`src/rtl/cmp_seq_pkg.sv`:
```
// Shared types and constants for the nibble-serial magnitude comparator.
package cmp_seq_pkg;

  localparam int unsigned NIBBLE_W = 4;

  typedef enum logic [1:0] {
    IDLE = 2'd0,
    RUN  = 2'd1,
    DONE = 2'd2
  } state_e;

  // Cascade / result triple, ordered as the 74HC85 outputs.
  typedef struct packed {
    logic gt;
    logic lt;
    logic eq;
  } casc_t;

endpackage

```
`src/rtl/comparator_4.sv`:
```
// 74HC85-equivalent 4-bit cascadable magnitude comparator (combinational).
module comparator_4
  import cmp_seq_pkg::*;
(
  input  logic [NIBBLE_W-1:0] a_i,
  input  logic [NIBBLE_W-1:0] b_i,
  input  logic                igt_i,
  input  logic                ilt_i,
  input  logic                ieq_i,
  output logic                fgt_o,
  output logic                flt_o,
  output logic                feq_o
);

  // Unequal nibbles decide on their own; equal nibbles follow the HC85 cascade table.
  always_comb begin
    fgt_o = 1'b0;
    flt_o = 1'b0;
    feq_o = 1'b0;
    if (a_i > b_i) begin
      fgt_o = 1'b1;
    end else if (a_i < b_i) begin
      flt_o = 1'b1;
    end else begin
      feq_o = ieq_i;
      fgt_o = ~ieq_i & ~ilt_i;
      flt_o = ~ieq_i & ~igt_i;
    end
  end

endmodule

```
`src/rtl/comparator_seq_ctrl.sv`:
```
// Time-multiplexed WIDTH-bit magnitude comparator: one comparator_4 walked over
// the operand nibbles LSB first, cascade fed back through a register.
// Optional feature macro: CMP_SEQ_ABORT_EN adds an 'abort' input.
module comparator_seq_ctrl
  import cmp_seq_pkg::*;
#(
  parameter int unsigned WIDTH = 16
) (
  input  logic             clk,
  input  logic             rst,
  input  logic             start,
  input  logic [WIDTH-1:0] A,
  input  logic [WIDTH-1:0] B,
  input  logic             Igt,
  input  logic             Ilt,
  input  logic             Ieq,
`ifdef CMP_SEQ_ABORT_EN
  input  logic             abort,
`endif
  output logic             busy,
  output logic             done,
  output logic             Fgt,
  output logic             Flt,
  output logic             Feq
);

  localparam int unsigned NIB   = WIDTH / NIBBLE_W;
  localparam int unsigned IDX_W = (NIB > 1) ? $clog2(NIB) : 1;
  localparam logic [IDX_W-1:0] IDX_LAST = IDX_W'(NIB - 1);

  state_e             state_q, state_d;
  logic [WIDTH-1:0]   a_q, a_d, b_q, b_d;
  casc_t              cas_q, cas_d;
  casc_t              res_q, res_d;
  casc_t              cmp_c;
  logic [IDX_W-1:0]   idx_q, idx_d;
  logic               busy_q, busy_d;
  logic               done_q, done_d;
  logic               abort_c;

`ifdef CMP_SEQ_ABORT_EN
  assign abort_c = abort;
`else
  assign abort_c = 1'b0;
`endif

  comparator_4 u_cmp (
    .a_i   (a_q[NIBBLE_W*idx_q +: NIBBLE_W]),
    .b_i   (b_q[NIBBLE_W*idx_q +: NIBBLE_W]),
    .igt_i (cas_q.gt),
    .ilt_i (cas_q.lt),
    .ieq_i (cas_q.eq),
    .fgt_o (cmp_c.gt),
    .flt_o (cmp_c.lt),
    .feq_o (cmp_c.eq)
  );

  // State register.
  always_ff @(posedge clk or posedge rst) begin
    if (rst) state_q <= IDLE;
    else     state_q <= state_d;
  end

  // Next-state: start only in IDLE, last nibble ends RUN, abort overrides RUN/DONE.
  always_comb begin
    state_d = state_q;
    case (state_q)
      IDLE: if (start) state_d = RUN;
      RUN: begin
        if (abort_c)                state_d = IDLE;
        else if (idx_q == IDX_LAST) state_d = DONE;
      end
      DONE:    state_d = IDLE;
      default: state_d = IDLE;
    endcase
  end

  // Datapath/output next values: capture, ripple one nibble per cycle, publish.
  always_comb begin
    a_d    = a_q;
    b_d    = b_q;
    cas_d  = cas_q;
    idx_d  = idx_q;
    res_d  = res_q;
    done_d = 1'b0;
    busy_d = (state_d != IDLE);
    case (state_q)
      IDLE: begin
        if (start) begin
          a_d   = A;
          b_d   = B;
          cas_d = '{gt: Igt, lt: Ilt, eq: Ieq};
          idx_d = '0;
        end
      end
      RUN: begin
        if (!abort_c) begin
          cas_d = cmp_c;
          idx_d = idx_q + IDX_W'(1);
        end
      end
      DONE: begin
        if (!abort_c) begin
          res_d  = cas_q;
          done_d = 1'b1;
        end
      end
      default: ;
    endcase
  end

  // Datapath and output registers.
  always_ff @(posedge clk or posedge rst) begin
    if (rst) begin
      a_q    <= '0;
      b_q    <= '0;
      cas_q  <= '0;
      res_q  <= '0;
      idx_q  <= '0;
      busy_q <= 1'b0;
      done_q <= 1'b0;
    end else begin
      a_q    <= a_d;
      b_q    <= b_d;
      cas_q  <= cas_d;
      res_q  <= res_d;
      idx_q  <= idx_d;
      busy_q <= busy_d;
      done_q <= done_d;
    end
  end

  assign busy = busy_q;
  assign done = done_q;
  assign Fgt  = res_q.gt;
  assign Flt  = res_q.lt;
  assign Feq  = res_q.eq;

endmodule

```
`config.mk`:
```
export PLATFORM = sky130hd
export DESIGN_NAME = comparator_seq_ctrl
export DESIGN_NICKNAME = d
export VERILOG_FILES = /design/src/rtl/cmp_seq_pkg.sv /design/src/rtl/comparator_4.sv /design/src/rtl/comparator_seq_ctrl.sv
export SDC_FILE = /design/constraint.sdc
export NUM_CORES = 1
export LEC_CHECK = 0
export ABC_AREA = 1
export ABC_CLOCK_PERIOD_IN_PS = 2100
export BUFFER_PORTS_ARGS = -buffer_cell sky130_fd_sc_hd__clkbuf_2
export CAP_MARGIN = 5
export CORE_MARGIN = 5
export CORE_UTILIZATION = 50
export CTS_BUF_LIST = sky130_fd_sc_hd__clkbuf_16
export CTS_CLUSTER_SIZE = 40
export DETAILED_ROUTE_END_ITERATION = 16
export PLACE_DENSITY = 0.74
export SYNTH_ARGS = -nofsm -noshare
export SYNTH_HDL_FRONTEND = slang
export SYNTH_SLANG_ARGS = --single-unit
```
`constraint.sdc`:
```
create_clock -name clk -period 2.1 [get_ports clk]
set_clock_uncertainty 0.05 [all_clocks]
set_input_delay 0 -clock clk [delete_from_list [all_inputs] [get_ports clk]]
set_output_delay 0 -clock clk [all_outputs]
set_load 0.01 [all_outputs]
```
==> flow_summary.yaml <==
floorplanning:
  pin_count: 43
  die_x_um: 73.8
  start_util: 0.512
  die_area_mm2: 0.00544
  die_y_um: 73.8
  core_area_mm2: 0.00397
  num_rows: 23
finish:
  fillers: 319
  multi_input_area_um2: 835
  diodes: 0
  final_cells: 386
  nNetsFinal: 379
  final-seq-area_mm2: 0.00110
  fin_util: 0.708
  final_area_mm2: 0.00281
  areaGrowthSynthToFinish_pct: 38.2
  drive_gt1_frac: 0.208
placement:
  hpwl_um: 3160
  gp_congestion: 0.896
  placed_cells: 341
  preCtsSetupSlack_ns: 0.0963
  io_buffers: 42
  place_area_mm2: 0.00229
timing:
  tightest_slew_ns: 0.551
  fmax_mhz: 511
  fin_hold_ws_ns: 0.0323
  slew_headroom: 0.632
  period_needed_ns: 1.96
  drv_slew: 0
  finalCritPeriodShare: 0.932
  setup_viol: 0
  final-hold-violation-count: 0
  final_critical_path_setup_slack_ns: 0.143
  fin_setup_tns_ns: 0
worst_setup_path:
  reg2reg_depth: 13
  cp_max_fo: 6
  critPathKind: "reg2reg"
  reg2reg_from: "idx_q[0]$_DFFE_PP0P_"
  critical_path_arrival_ns: 2.08
  critical_path.startpoint_type: "flip-flop"
  r2r_slack_ns: 0.14
  required_ns: 2.22
  worstSetupEndpointType: "flip-flop"
  rr_endpoint: "cas_q[0]$_DFFE_PP0P_"
synthesis:
  synth_compound_area_frac: 0.0911
  synth_xor_area_frac: 0
  synthesis.nets: 297
  netlist_instances: 254
  yosys-top-cells-area: "dfrtp_1, nand2_1, o21ai_0"
  synth_cell_type_count: 19
  yosysTopAreaCellShare: 0.542
  synth.avg_cell_area_um2: 8.00
  ys_seq_elements: 44
  synth_common_cells: "nand2_1, dfrtp_1, o21ai_0"
  synth_simple_gate_area_frac: 0.286
  synth_seq_area_share: 0.542
  netlist_area_mm2: 0.00203
  synth_top_family_by_area: "simple AND/OR/NAND/NOR gates"
  muxShareOfSynthArea: 0
  async_flop_share: 1.00
  yosysMostFrequentCell: "nand2_1"
  synth_area_leader_cell: "dfrtp_1"
  synth_fa_ha_area_frac: 0.0308
  ys.warnings.count: 0
  synth_top_flop_cell: "dfrtp_1"
  synth_edf_count: 0
clock_network:
  clk_pin_slew_ns: 0.06
  ctsHtreeMaxLevel: 2
  clock_latency_ns: 0.28
  cts_tree: "done"
  clk_path_buf_depth: 2
  cts.sinks: 44
  cts_root_buf: "clkbuf_16"
  cts_buffers: 5
detailed_routing:
  avgViaCountPerCell: 4.87
  first_iter_violations: 136
  wl_um: 4950
  antenna_left: 0
  dr.pass1.iters: 4
  drc: 0
  wl_per_cell_um: 12.8
  vias: 1881
pwr:
  ir_worst_vdd_mv: 0.627
  total_power_mw: 4.03
  leakagePower_nw: 1.48
  p_per_area_mw_per_mm2: 1430
global_route:
  first_global_vias: 2041
  grt_remaining_overflow: 0
  grt_antenna_before_repair: 0
  grt_usage: 0.208
  grt_max_degree: 45
  grt_pass1_wl_um: 8760
worst_hold_path:
  holdCritPathClass: "in2reg"
  holdPathStages: 5
  min_from: "Ilt"
  hold_path_end: "cas_q[1]$_DFFE_PP0P_"
flow_run:
  cap_violations: 0
run_status:
  outcome: "completed"
-- final cells by class --
cell class              count  area share
clock buffers               5      0.0445
clock inverters             2     0.00312
inverters                  16      0.0240
multi-input cells         185       0.297
flip-flops and latches     44       0.393
well taps                  50      0.0223
repair buffers             82       0.213
repair inverters            2     0.00356
-- power by group --
part | total (mW) | internal, mW | leakage [nW] | switching [mW]
Sequential | 1.53 | 1.25 | 0.544 | 0.279
Combinational | 1.77 | 0.702 | 0.869 | 1.07
Clock | 0.725 | 0.427 | 0.0709 | 0.298
Total | 4.03 | 2.38 | 1.48 | 1.65
-- cells by family (layout without fill, tap and decap cells) --
logic type | count (synthesis) | in the layout
AOI/OAI and AO/OA | 35 | 35
adders and majority gates | 5 | 5
buffers and inverters | 25 | 107
DFF | 44 | 44
and+or+nand+nor | 145 | 145
-- state kept, by name, summed over array words and instances, names as in the netlist --
| register | cells |
|---|---|
| a_q | 16 |
| b_q | 16 |
| cas_q | 3 |
| idx_q | 2 |
| state_q | 2 |
| Feq | 1 |
| Fgt | 1 |
| Flt | 1 |
| busy | 1 |
| done | 1 |
-- per-layer routing --
metal | routed length, um | part of all wire | vias to the layer above | global-route usage
met5 | 0 | 0 | - | 0
met2 | 2430 | 0.49 | 46 | 0.352
met1 | 2210 | 0.45 | 864 | 0.256
met4 | 89 | 0.018 | 0 | 0.0845
met3 | 216 | 0.044 | 10 | 0.0438
li1 | - | - | 961 | -
-- what timing repair did --
item / 4_1_cts / 5_1_grt
endpoints found under the hold margin: 78 / 0
setup endpoints to repair: 0 / 3
hold buffers: 35 / 0
resized for setup: 0 / 9
setup buffers: 0 / 1
-- placed cells by master, fill, tap and decap left out, drive strengths merged --
cell / synthesis / final
a21oi: 7 / 7
a32o: 1 / 1
buf: 8 / 5
clkbuf: 1 / 47
clkinv: 1 / 1
clkinvlp: 0 / 4
dfrtp: 44 / 44
dlygate4sd3: 0 / 35
ha: 5 / 5
inv: 15 / 15
nand2: 118 / 118
nand3: 5 / 5
nor2: 22 / 22
o21ai: 23 / 23
o22ai: 4 / 4
-- worst max-delay path, stage by stage, from the launching register on --
cell	delay, ns
dfrtp_2	0.41
clkinvlp_2	0.23
nor2_1	0.16
nor2_1	0.06
a21oi_1	0.15
ha_1	0.25
nand2_1	0.10
inv_1	0.05
nand2_1	0.06
nand2_1	0.08
nand3_1	0.08
nand2_1	0.05
nand2_1	0.05
nand2_1	0.04
-- how the worst max path moves through the flow --
stage                              start                    to  slack [ns]  depth (start not counted)
global route        idx_q[0]$_DFFE_PP0P_  cas_q[0]$_DFFE_PP0P_      -0.008                         13
global placement    idx_q[1]$_DFFE_PP0P_  cas_q[2]$_DFFE_PP0P_        0.15                          8
CTS                 idx_q[1]$_DFFE_PP0P_  cas_q[2]$_DFFE_PP0P_        0.04                          9
detailed placement  idx_q[1]$_DFFE_PP0P_  cas_q[2]$_DFFE_PP0P_         0.1                          9
floorplan           idx_q[0]$_DFFE_PP0P_  cas_q[2]$_DFFE_PP0P_        0.29                         10
finish              idx_q[0]$_DFFE_PP0P_  cas_q[0]$_DFFE_PP0P_        0.14                         13
Note: power is estimated with default switching activity, not from simulation.
